<file path="src/rtl/int_src_ctl.sv">
// int_src_ctl: peripheral-side interrupt source controller.
// Latches rising edges of the event lines as pending, masks them and picks the
// lowest-index winner. Drives an active-low int_req and runs the
// request/acknowledge/RETI handshake against the core's int_ack.
// State changes only on ck edges where ck2 is low (active edges).
// The reset res is synchronous and active-low, and it acts regardless of ck2.
// Optional feature macro: INT_SRC_CTL_OVF_EN adds sticky per-source overflow
// flags (ovf) and their clear strobe (ovf_clr).
module int_src_ctl #(
  parameter int NSRC = 4,
  parameter int IDW  = 2
) (
  input  logic            ck,
  input  logic            res,
  input  logic            ck2,
  input  logic [NSRC-1:0] src,
  input  logic            mask_we,
  input  logic [NSRC-1:0] mask_wd,
`ifdef INT_SRC_CTL_OVF_EN
  input  logic            ovf_clr,
  output logic [NSRC-1:0] ovf,
`endif
  input  logic            int_ack,
  output logic            int_req,
  output logic [IDW-1:0]  int_id,
  output logic [NSRC-1:0] pend,
  output logic [NSRC-1:0] mask
);

  typedef enum logic [1:0] {
    IDLE = 2'd0,
    REQ  = 2'd1,
    SERV = 2'd2
  } state_t;

  state_t          state_r;
  state_t          state_nx;
  logic [NSRC-1:0] hist_r;
  logic            active_s;
  logic [NSRC-1:0] rise_s;
  logic [NSRC-1:0] cand_s;
  logic            any_s;
  logic [IDW-1:0]  win_s;
  logic [NSRC-1:0] id_onehot_s;
  logic [NSRC-1:0] clr_s;
  logic [NSRC-1:0] pend_nx;
  logic            req_nx;
  logic [IDW-1:0]  id_nx;

  // Lowest set index of a request vector; 0 when the vector is empty.
  function automatic logic [IDW-1:0] pick_lowest(input logic [NSRC-1:0] v);
    logic [IDW-1:0] w;
    w = {IDW{1'b0}};
    for (int i = NSRC - 1; i >= 0; i--) begin
      if (v[i]) begin
        w = IDW'(i);
      end
    end
    return w;
  endfunction

  assign active_s    = ~ck2;
  assign rise_s      = src & ~hist_r;
  assign cand_s      = pend & mask;
  assign any_s       = |cand_s;
  assign win_s       = pick_lowest(cand_s);
  assign id_onehot_s = {{(NSRC-1){1'b0}}, 1'b1} << int_id;
  // A new edge on the bit being cleared wins over the clear.
  assign pend_nx     = (pend & ~clr_s) | rise_s;

  // Next-state and next-output decode of the request/acknowledge handshake.
  always_comb begin
    state_nx = state_r;
    req_nx   = int_req;
    id_nx    = int_id;
    clr_s    = {NSRC{1'b0}};
    case (state_r)
      IDLE: begin
        // A stale int_ack is ignored here.
        req_nx = 1'b1;
        if (any_s) begin
          id_nx    = win_s;
          req_nx   = 1'b0;
          state_nx = REQ;
        end else begin
          state_nx = IDLE;
        end
      end
      REQ: begin
        // int_id stays frozen while requesting; an ack beats a same-edge mask write.
        req_nx = 1'b0;
        if (int_ack) begin
          clr_s    = id_onehot_s;
          req_nx   = 1'b1;
          state_nx = SERV;
        end else if (mask_we && !mask_wd[int_id]) begin
          req_nx   = 1'b1;
          state_nx = IDLE;
        end else begin
          state_nx = REQ;
        end
      end
      SERV: begin
        // Falling int_ack marks RETI: service over.
        req_nx = 1'b1;
        if (!int_ack) begin
          state_nx = IDLE;
        end else begin
          state_nx = SERV;
        end
      end
      default: begin
        state_nx = IDLE;
        req_nx   = 1'b1;
        id_nx    = {IDW{1'b0}};
      end
    endcase
  end

  // Handshake, edge-detect, pending and mask registers; updated on active edges only.
  always_ff @(posedge ck) begin
    if (!res) begin
      state_r <= IDLE;
      int_req <= 1'b1;
      int_id  <= {IDW{1'b0}};
      pend    <= {NSRC{1'b0}};
      mask    <= {NSRC{1'b0}};
      hist_r  <= {NSRC{1'b0}};
    end else if (active_s) begin
      state_r <= state_nx;
      int_req <= req_nx;
      int_id  <= id_nx;
      pend    <= pend_nx;
      hist_r  <= src;
      if (mask_we) begin
        mask <= mask_wd;
      end
    end
  end

`ifdef INT_SRC_CTL_OVF_EN
  logic [NSRC-1:0] ovf_set_s;

  // A rising edge onto a still-pending bit that is not being cleared is an overflow.
  assign ovf_set_s = rise_s & pend & ~clr_s;

  // Sticky overflow flags; a same-edge set beats ovf_clr.
  always_ff @(posedge ck) begin
    if (!res) begin
      ovf <= {NSRC{1'b0}};
    end else if (active_s) begin
      if (ovf_clr) begin
        ovf <= ovf_set_s;
      end else begin
        ovf <= ovf | ovf_set_s;
      end
    end
  end
`endif

endmodule

</file>
<file path="config.mk">
export PLATFORM = sky130hd
export DESIGN_NAME = int_src_ctl
export DESIGN_NICKNAME = d
export VERILOG_FILES = /design/src/rtl/int_src_ctl.sv
export SDC_FILE = /design/constraint.sdc
export NUM_CORES = 1
export LEC_CHECK = 0
export ABC_AREA = 1
export CAP_MARGIN = 20
export CORE_AREA = 3 3 48 50
export CTS_CLUSTER_DIAMETER = 60
export DETAILED_ROUTE_END_ITERATION = 6
export DIE_AREA = 0 0 51 53
export GPL_TIMING_DRIVEN = 0
export PLACE_DENSITY_LB_ADDON = 0.25
export SLEW_MARGIN = 10
export SYNTH_ARGS = -nofsm -noshare
export SYNTH_HDL_FRONTEND = slang
export SYNTH_SLANG_ARGS = --single-unit
</file>
<file path="constraint.sdc">
create_clock -name ck -period 2.9 [get_ports ck]
set_clock_uncertainty 0.15 [all_clocks]
set_input_delay 0.58 -clock ck [delete_from_list [all_inputs] [get_ports ck]]
set_output_delay 0.58 -clock ck [all_outputs]
set_load 0.03 [all_outputs]
</file>
After elaboration in Yosys (flattened, before gate mapping)

Index checks and enable logic that the tools add are counted.
Widths: inputs -> output; s select.

Magnitude comparators: 1
Eq/ne operators: 3
Shift-type cells: 1
Mux-type cells: 19
Bitwise logic cells: 8
Reduce and logical (&&, ||, !) cells: 7

Operator list:

| kind                | count |
|---|---|
| $mux 2              | 7 |
| $and 4x4->4         | 3 |
| $mux 4              | 2 |
| $not 4->4           | 2 |
| $mux 1              | 6 |
| $pmux 2 s3          | 1 |
| $or 4x4->4          | 1 |
| $pmux 2 s2          | 1 |
| $reduce_or 4->1     | 1 |
| $shl 1x2->4 const A | 1 |
| $lt 2x3->1 const B  | 1 |
| $reduce_and 3->1    | 1 |
| $bmux 1 s2          | 1 |
| $eq 2x1->1 const B  | 1 |
| $eq 2x2->1 const B  | 1 |
| $logic_not 2->1     | 1 |
| $ne 2x2->1 const B  | 1 |
| $not 1->1           | 2 |
| $pmux 1 s2          | 1 |
| $reduce_and 2->1    | 1 |
| $reduce_or 2->1     | 1 |
| $logic_and 1x1->1   | 1 |
| $logic_not 1->1     | 1 |

Register bits: 17
Input port bits: 13
Output and inout bits: 11
Logic and storage cells: 45

Logic depth before layout (Yosys ltp)

Gate-level depths: netlist (run 1).

Word-level depth: 7
Depth in mapped cells: 10
Depth with buffers taken out: 10

Worst setup path after synthesis (run 1)

OpenSTA, ideal clock, no wires.

Kind: in2reg
From: input ck2
To: register pend[1]
Library setup time: 0.072 ns
Arrival: 1.198 ns
Data required time: 2.678 ns
Path slack: 1.480 ns
Stages on the path: 6
Path buffers: 2
Cell sequence: buf_6 > inv_4 > buf_12 > nand2_2 > or2_0 > a21oi_1

RTL lines:

| item                 | line | source |
|---|---|---|
| from (decl)          | 15   | `input logic ck2,` |
| to (signal assigned) | 126  | `pend <= {NSRC{1'b0}};` |
| to (signal assigned) | 133  | `pend <= pend_nx;` |
| to (decl)            | 26   | `output logic [NSRC-1:0] pend,` |

Worst setup path in the final report (run 1)

From: register int_id[0]
To: output int_id[0]

RTL lines:

| item                   | line | source |
|---|---|---|
| from (decl)            | 25   | `output logic [IDW-1:0] int_id,` |
| from (signal assigned) | 125  | `int_id <= {IDW{1'b0}};` |
| from (signal assigned) | 132  | `int_id <= id_nx;` |

No word-level cell between the ends.

==> results of run 1 <==
-- flip-flops by register name, summed over array words and instances (netlist names) --
| name | cells |
|---|---|
| mask | 4 |
| int_req | 1 |
| int_id | 2 |
| state_r | 2 |
| pend | 4 |
| hist_r | 4 |
-- worst max path at each step --
stage	from	end
CTS	int_id[0]	int_id[0]
detailed placement	res	state_r[1]
finish	int_id[0]	int_id[0]
floorplan	ck2	pend[1]
global placement	res	state_r[1]
global route	int_id[0]	int_id[0]
-- stage by stage --
stage / instance area [µm²] / power [mW] / utilization (%)
floorplan: 872 / 0.336 / -
global placement: 1130 / 0.384 / 58.0
detailed placement: 1130 / 0.386 / 58.0
CTS: 1150 / 0.511 / 59.4
global route: 1150 / 0.540 / 59.4
finish: 1150 / 0.508 / 59.4
-- logic make-up after synthesis --
logic type | count (synthesis)
adders and majority gates | 4
AOI/OAI and AO/OA | 24
DFF | 17
and+or+nand+nor | 65
buffers and inverters | 12
-- power breakdown --
group | switching, mW | leakage, nW | internal (mW)
Combinational | 0.0660 | 0.334 | 0.0549
Sequential | 0.0115 | 0.140 | 0.248
Clock | 0.0761 | 0.0177 | 0.0513
Total | 0.154 | 0.491 | 0.354
-- cells in the mapped netlist --
library cell,count,area share [%]
a21oi_1,13,7.5
buf_12,1,2.3
buf_6,1,1.3
clkinv_1,1,0.43
dfxtp_1,17,39
ha_1,4,5.7
inv_1,7,3.0
inv_2,1,0.43
inv_4,1,0.72
nand2_1,35,15
nand2_2,4,2.9
nand3_1,6,3.4
nand3b_2,1,1.3
nor2_1,13,5.6
nor2_2,1,0.72
o211ai_1,1,0.86
o21ai_0,9,5.2
o21ai_2,1,1.0
or2_0,3,2.2
or2_1,1,0.72
or2_2,1,0.72
-- layout make-up --
type / instances / area (µm²)
flip-flops and latches: 17 / 340
repair buffers: 22 / 220
inverters: 10 / 40.0
clock inverters: 1 / 5.00
plain buffers: 2 / 31.3
fillers: 199 / 788
multi-input cells: 93 / 460
well taps: 27 / 33.8
clock buffers: 3 / 22.5
-- layer usage --
layer  track usage [%]  routed length, µm
met2              28.3                902
met3              3.38                109
met5                 0                  0
met1              20.6                859
met4              6.73                 25
-- layout by cell type, fill, tap and decap left out --
| cell | synthesis | routed |
|---|---|---|
| nand3b_2 | 1 | 1 |
| inv_4 | 1 | 1 |
| clkinv_1 | 1 | 1 |
| o21ai_0 | 9 | 9 |
| ha_1 | 4 | 4 |
| or2_1 | 1 | 1 |
| inv_1 | 7 | 7 |
| nand2_1 | 35 | 35 |
| buf_6 | 1 | 1 |
| nor2_2 | 1 | 1 |
| dfxtp_1 | 17 | 17 |
| inv_2 | 1 | 1 |
| nand3_1 | 6 | 6 |
| o21ai_2 | 1 | 1 |
| clkinv_2 | 0 | 1 |
| a21oi_1 | 13 | 13 |
| nor2_1 | 13 | 13 |
| o211ai_1 | 1 | 1 |
| clkdlybuf4s50_1 | 0 | 22 |
| clkbuf_4 | 0 | 3 |
| or2_2 | 1 | 1 |
| or2_0 | 3 | 3 |
| nand2_2 | 4 | 4 |
| buf_12 | 1 | 1 |
==> qor.csv, run 1 <==
metric,value,unit
status,completed,
wl_per_cell,10.8,µm
path_cells,clkdlybuf4s50_1,
hp-class,reg -> reg,
pin_count,24,
synthCells,122,
final_antenna_net_count,0,
r2r_start,state_r[0],
r2r-end,int_id[1],
drc,0,
finalCritPeriodShare,75.6,%
placed_cells,171,
diodes,0,
hold_buffers,0,
synth_area,872,µm²
holdWs,315,ps
vias,850,
post_cts_resize_count,0,
grt_setup_unrepaired,no,
nets,166,
die_w,51,µm
p_per_area,440,nW/µm²
critical_path_cell_count,1,
post_cts_buffers,0,
cts_buffers,3,
hold_start,hist_r[3],
drive_above_1_share,10.8,%
grt_pass1_vias,783,
root_buffer,clkbuf_4,
cp-end-kind,output pin,
drv_cap,0,
critPathMaxFanout,6,
finalHoldViolations,0,
vias_per_cell,4.86,
ys_seq_area_share,39.0,%
core,1940,µm²
io_buffers,22,
yosysUniqueCellTypes,21,
synth.area.mux_share,0,%
cp.arrival,1460,ps
fp.dieH,53,µm
yosys.area_share.adder,5.74,%
relSlewSlack,79.3,%
tns,0,ps
finalMaxSlewViolations,0,
max_freq,0.456,GHz
synth-seq-cells,17,
tightest_slew,310,ps
syn_avg_cell_area,7.15,µm²
cts_tree,yes,
yosys_warnings,0,
routed_wl,1900,µm
htree_levels,1,
cts.path.max_buffers,2,
p_leak,0.491,nW
whs_endpoint,hist_r[3],
num_rows,16,
synth-xor-area-share,0,%
synth-compound-area-share,14.5,%
cp.required,2170,ps
grt_remaining_overflow,0,
path_delay_family,buffers and inverters,
numClockSinks,17,
vdd_drop_max,0.253,mV
grt_antenna_before_repair,0,
syn2layout_area_growth,32.3,%
cp_slowest_cell,clkdlybuf4s50_1,
path_clk_slew,100,ps
critPathKind,reg -> out,
setup_viol,0,
synth_nets,139,
min_path_cells,2,
drt_iter0_drc,14,
firstDrtPassIters,4,
critPathLaunchType,flop,
cp_num_buf_inv,1,
start_util,44.9,%
die-area,2700,µm²
reg2regPathDepth,5,
yosys.area_share.simple,32.6,%
cp_slowest_stage_delay,710,ps
timing.final.crit_period,2190,ps
synth_top_family_by_area,simple AND/OR/NAND/NOR gates,
fin_ws,707,ps
dp.final_hpwl,1490,µm
gp_congestion,0.855,
r2r_slack,1490,ps
clk_latency,290,ps
stdcell_count,175,
grt_max_degree,11,
place_ws,933,ps
grt_pass1_wl,3430,µm
grt.total_usage,16.7,%
Note: power is estimated with default switching activity, not from simulation.
==> inputs of run 2 (changes only) <==
==> constraint.sdc (replaced) <==
create_clock -name ck -period 2.26 [get_ports ck]
set_clock_uncertainty 0.15 [all_clocks]
set_input_delay 0.452 -clock ck [delete_from_list [all_inputs] [get_ports ck]]
set_output_delay 0.452 -clock ck [all_outputs]
set_load 0.03 [all_outputs]
==> results of run 2 <==
Same layout as run 1 (identical final DEF). Status: completed.
Among the figures that moved: setup slack after placement 933 ps -> 421 ps; setup slack after layout 707 ps -> 195 ps; hold slack 315 ps -> 281 ps; register-to-register setup slack 1490 ps -> 850 ps; end point of the worst hold path hist_r[3] -> hist_r[2]; total power 0.508 mW -> 0.651 mW; worst IR drop on VDD 0.253 mV -> 0.325 mV
==> inputs of run 3 (changes only) <==
--- a/config.mk
+++ b/config.mk
@@ -6,11 +6,12 @@
 export NUM_CORES = 1
 export LEC_CHECK = 0
 export ABC_AREA = 1
+export ABC_CLOCK_PERIOD_IN_PS = 2260
 export CAP_MARGIN = 20
-export CORE_AREA = 3 3 48 50
+export CORE_AREA = 3 3 51 53
 export CTS_CLUSTER_DIAMETER = 60
 export DETAILED_ROUTE_END_ITERATION = 6
-export DIE_AREA = 0 0 51 53
+export DIE_AREA = 0 0 54 56
 export GPL_TIMING_DRIVEN = 0
 export PLACE_DENSITY_LB_ADDON = 0.25
 export SLEW_MARGIN = 10
==> run 3 against run 2 <==
Hold slack got worse by 12 ps. Count of clock-buffer cells in the layout is the same. Flip-flop and latch count stayed put. Design area increased by 0.33%. Die area grew 12%. Combinational power about the same. Setup slack worse by 6.6 ps. Critical path type unchanged.
==> qor.csv, run 3 (same netlist as run 1, synthesis figures left out) <==
metric,value,unit
status,completed,
met3_length,138,µm
final_cell_mix,"nand2_1, clkdlybuf4s50_1, dfxtp_1, nor2_1, a21oi_1",
p_leak,0.488,nW
num_rows,17,
num-fill-cells,227,
clk_latency,300,ps
gp_congestion,0.835,
r2r_start,state_r[0],
p_sw_share,30.4,%
grt_setup_unrepaired,no,
relSlewSlack,78.6,%
fp.dieH,56,µm
reg2regPathDepth,6,
critical_path_cell_count,1,
grt_antenna_before_repair,0,
cp_slowest_cell,clkdlybuf4s50_1,
drive_above_1_share,10.8,%
stdcell_count,176,
cp-end-kind,output pin,
placed_cells,172,
drc,0,
grt.total_usage,13.9,%
die-area,3020,µm²
routed_wl,1840,µm
r2r_slack,850,ps
drv_cap,0,
wirelength_met1,808,µm
grt_pass1_wl,3150,µm
min_path_cells,3,
tightest_slew,320,ps
wl_met2,875,µm
p_clk_share,25.6,%
wl_per_cell,10.4,µm
hp-class,in -> reg,
drt_iter0_drc,10,
setup_viol,0,
cts.path.max_buffers,2,
start_util,39.8,%
critPathMaxFanout,6,
cts_tree,yes,
whs_endpoint,hist_r[3],
finalPower,0.655,mW
critPathLaunchType,flop,
finalMaxSlewViolations,0,
grt_remaining_overflow,0,
path_delay_family,buffers and inverters,
p_per_area,566,nW/µm²
timing.final.crit_period,2070,ps
critPathKind,reg -> out,
internal-power,0.456,mW
pwr-share-seq,50.9,%
vdd_drop_max,0.433,mV
syn2layout_area_growth,32.7,%
top_regs,"hist_r: 4 flops, mask: 4 flops, pend: 4 flops",
cts_buffers,3,
pin_count,24,
vias_per_cell,4.64,
grt_pass1_vias,760,
post_cts_buffers,0,
tns,0,ps
cp_slowest_stage_delay,720,ps
finalHoldViolations,0,
path_cells,clkdlybuf4s50_1,
max_freq,0.483,GHz
nets,166,
place_ws,430,ps
finalCritPeriodShare,91.7,%
firstDrtPassIters,4,
hold_start,ck2,
cp.arrival,1470,ps
numClockSinks,17,
final_common_cell,nand2_1,
root_buffer,clkbuf_4,
cp.required,1660,ps
hold_buffers,0,
die_w,54,µm
core,2190,µm²
diodes,0,
combPwrFrac,23.5,%
io_buffers,22,
dp.final_hpwl,1440,µm
r2r-end,int_id[1],
grt_max_degree,12,
cp_num_buf_inv,1,
vias,816,
fin_ws,188,ps
p_sw,0.199,mW
path_clk_slew,100,ps
htree_levels,1,
final_antenna_net_count,0,
post_cts_resize_count,0,
postLayoutCoreUtil,52.8,%
top_layer_used,met4,
run 3: cell types whose count changed in the layout (fill, tap and decap cells not counted), sizes merged:
cell      change
clkinvlp      +1
clkinv        -1
run 3: power groups by stage:
stage | sequential [mW] | combinational, mW | clock (mW)
6_report | 0.333 | 0.154 | 0.168
5_1_grt | 0.335 | 0.172 | 0.190
3_5_place_dp | 0.340 | 0.154 | 0
3_3_place_gp | 0.339 | 0.153 | 0
4_1_cts | 0.333 | 0.155 | 0.178
2_1_floorplan | 0.363 | 0.0671 | 0
run 3: how the worst max path moves through the flow:
stage / from / end / slack, ps
detailed placement: res / pend[3] / 430
global route: int_id[0] / int_id[0] / 110
finish: int_id[0] / int_id[0] / 190
CTS: int_id[0] / int_id[0] / 170
floorplan: mask[3] / int_id[0] / 870
global placement: res / pend[2] / 440
run 3: per-stage QoR:
stage / cell area (µm²) / hold WS, ps
final: 1160 / 269
after global placement: 1130 / 296
after CTS: 1160 / 257
after floorplan: 872 / 289
after detailed placement: 1130 / 300
after global routing: 1160 / 253
run 3: layout make-up:
class / count / area, µm² / share of cell area, %
clock buffer: 3 / 22.5 / 1.95
multi-input combinational: 93 / 460 / 39.8
sequential: 17 / 340 / 29.4
tap: 28 / 35.0 / 3.03
inverter: 10 / 40.0 / 3.46
buffer: 2 / 31.3 / 2.70
timing repair buffer: 22 / 220 / 19.0
clock inverter: 1 / 7.51 / 0.649
run 3: per-layer routing:
metal  vias to the layer above  global-route usage, %
li1                        441                      -
met1                       354                   15.7
met2                        19                   23.0
met3                         2                   6.17
met4                         0                   4.27
met5                         -                      0
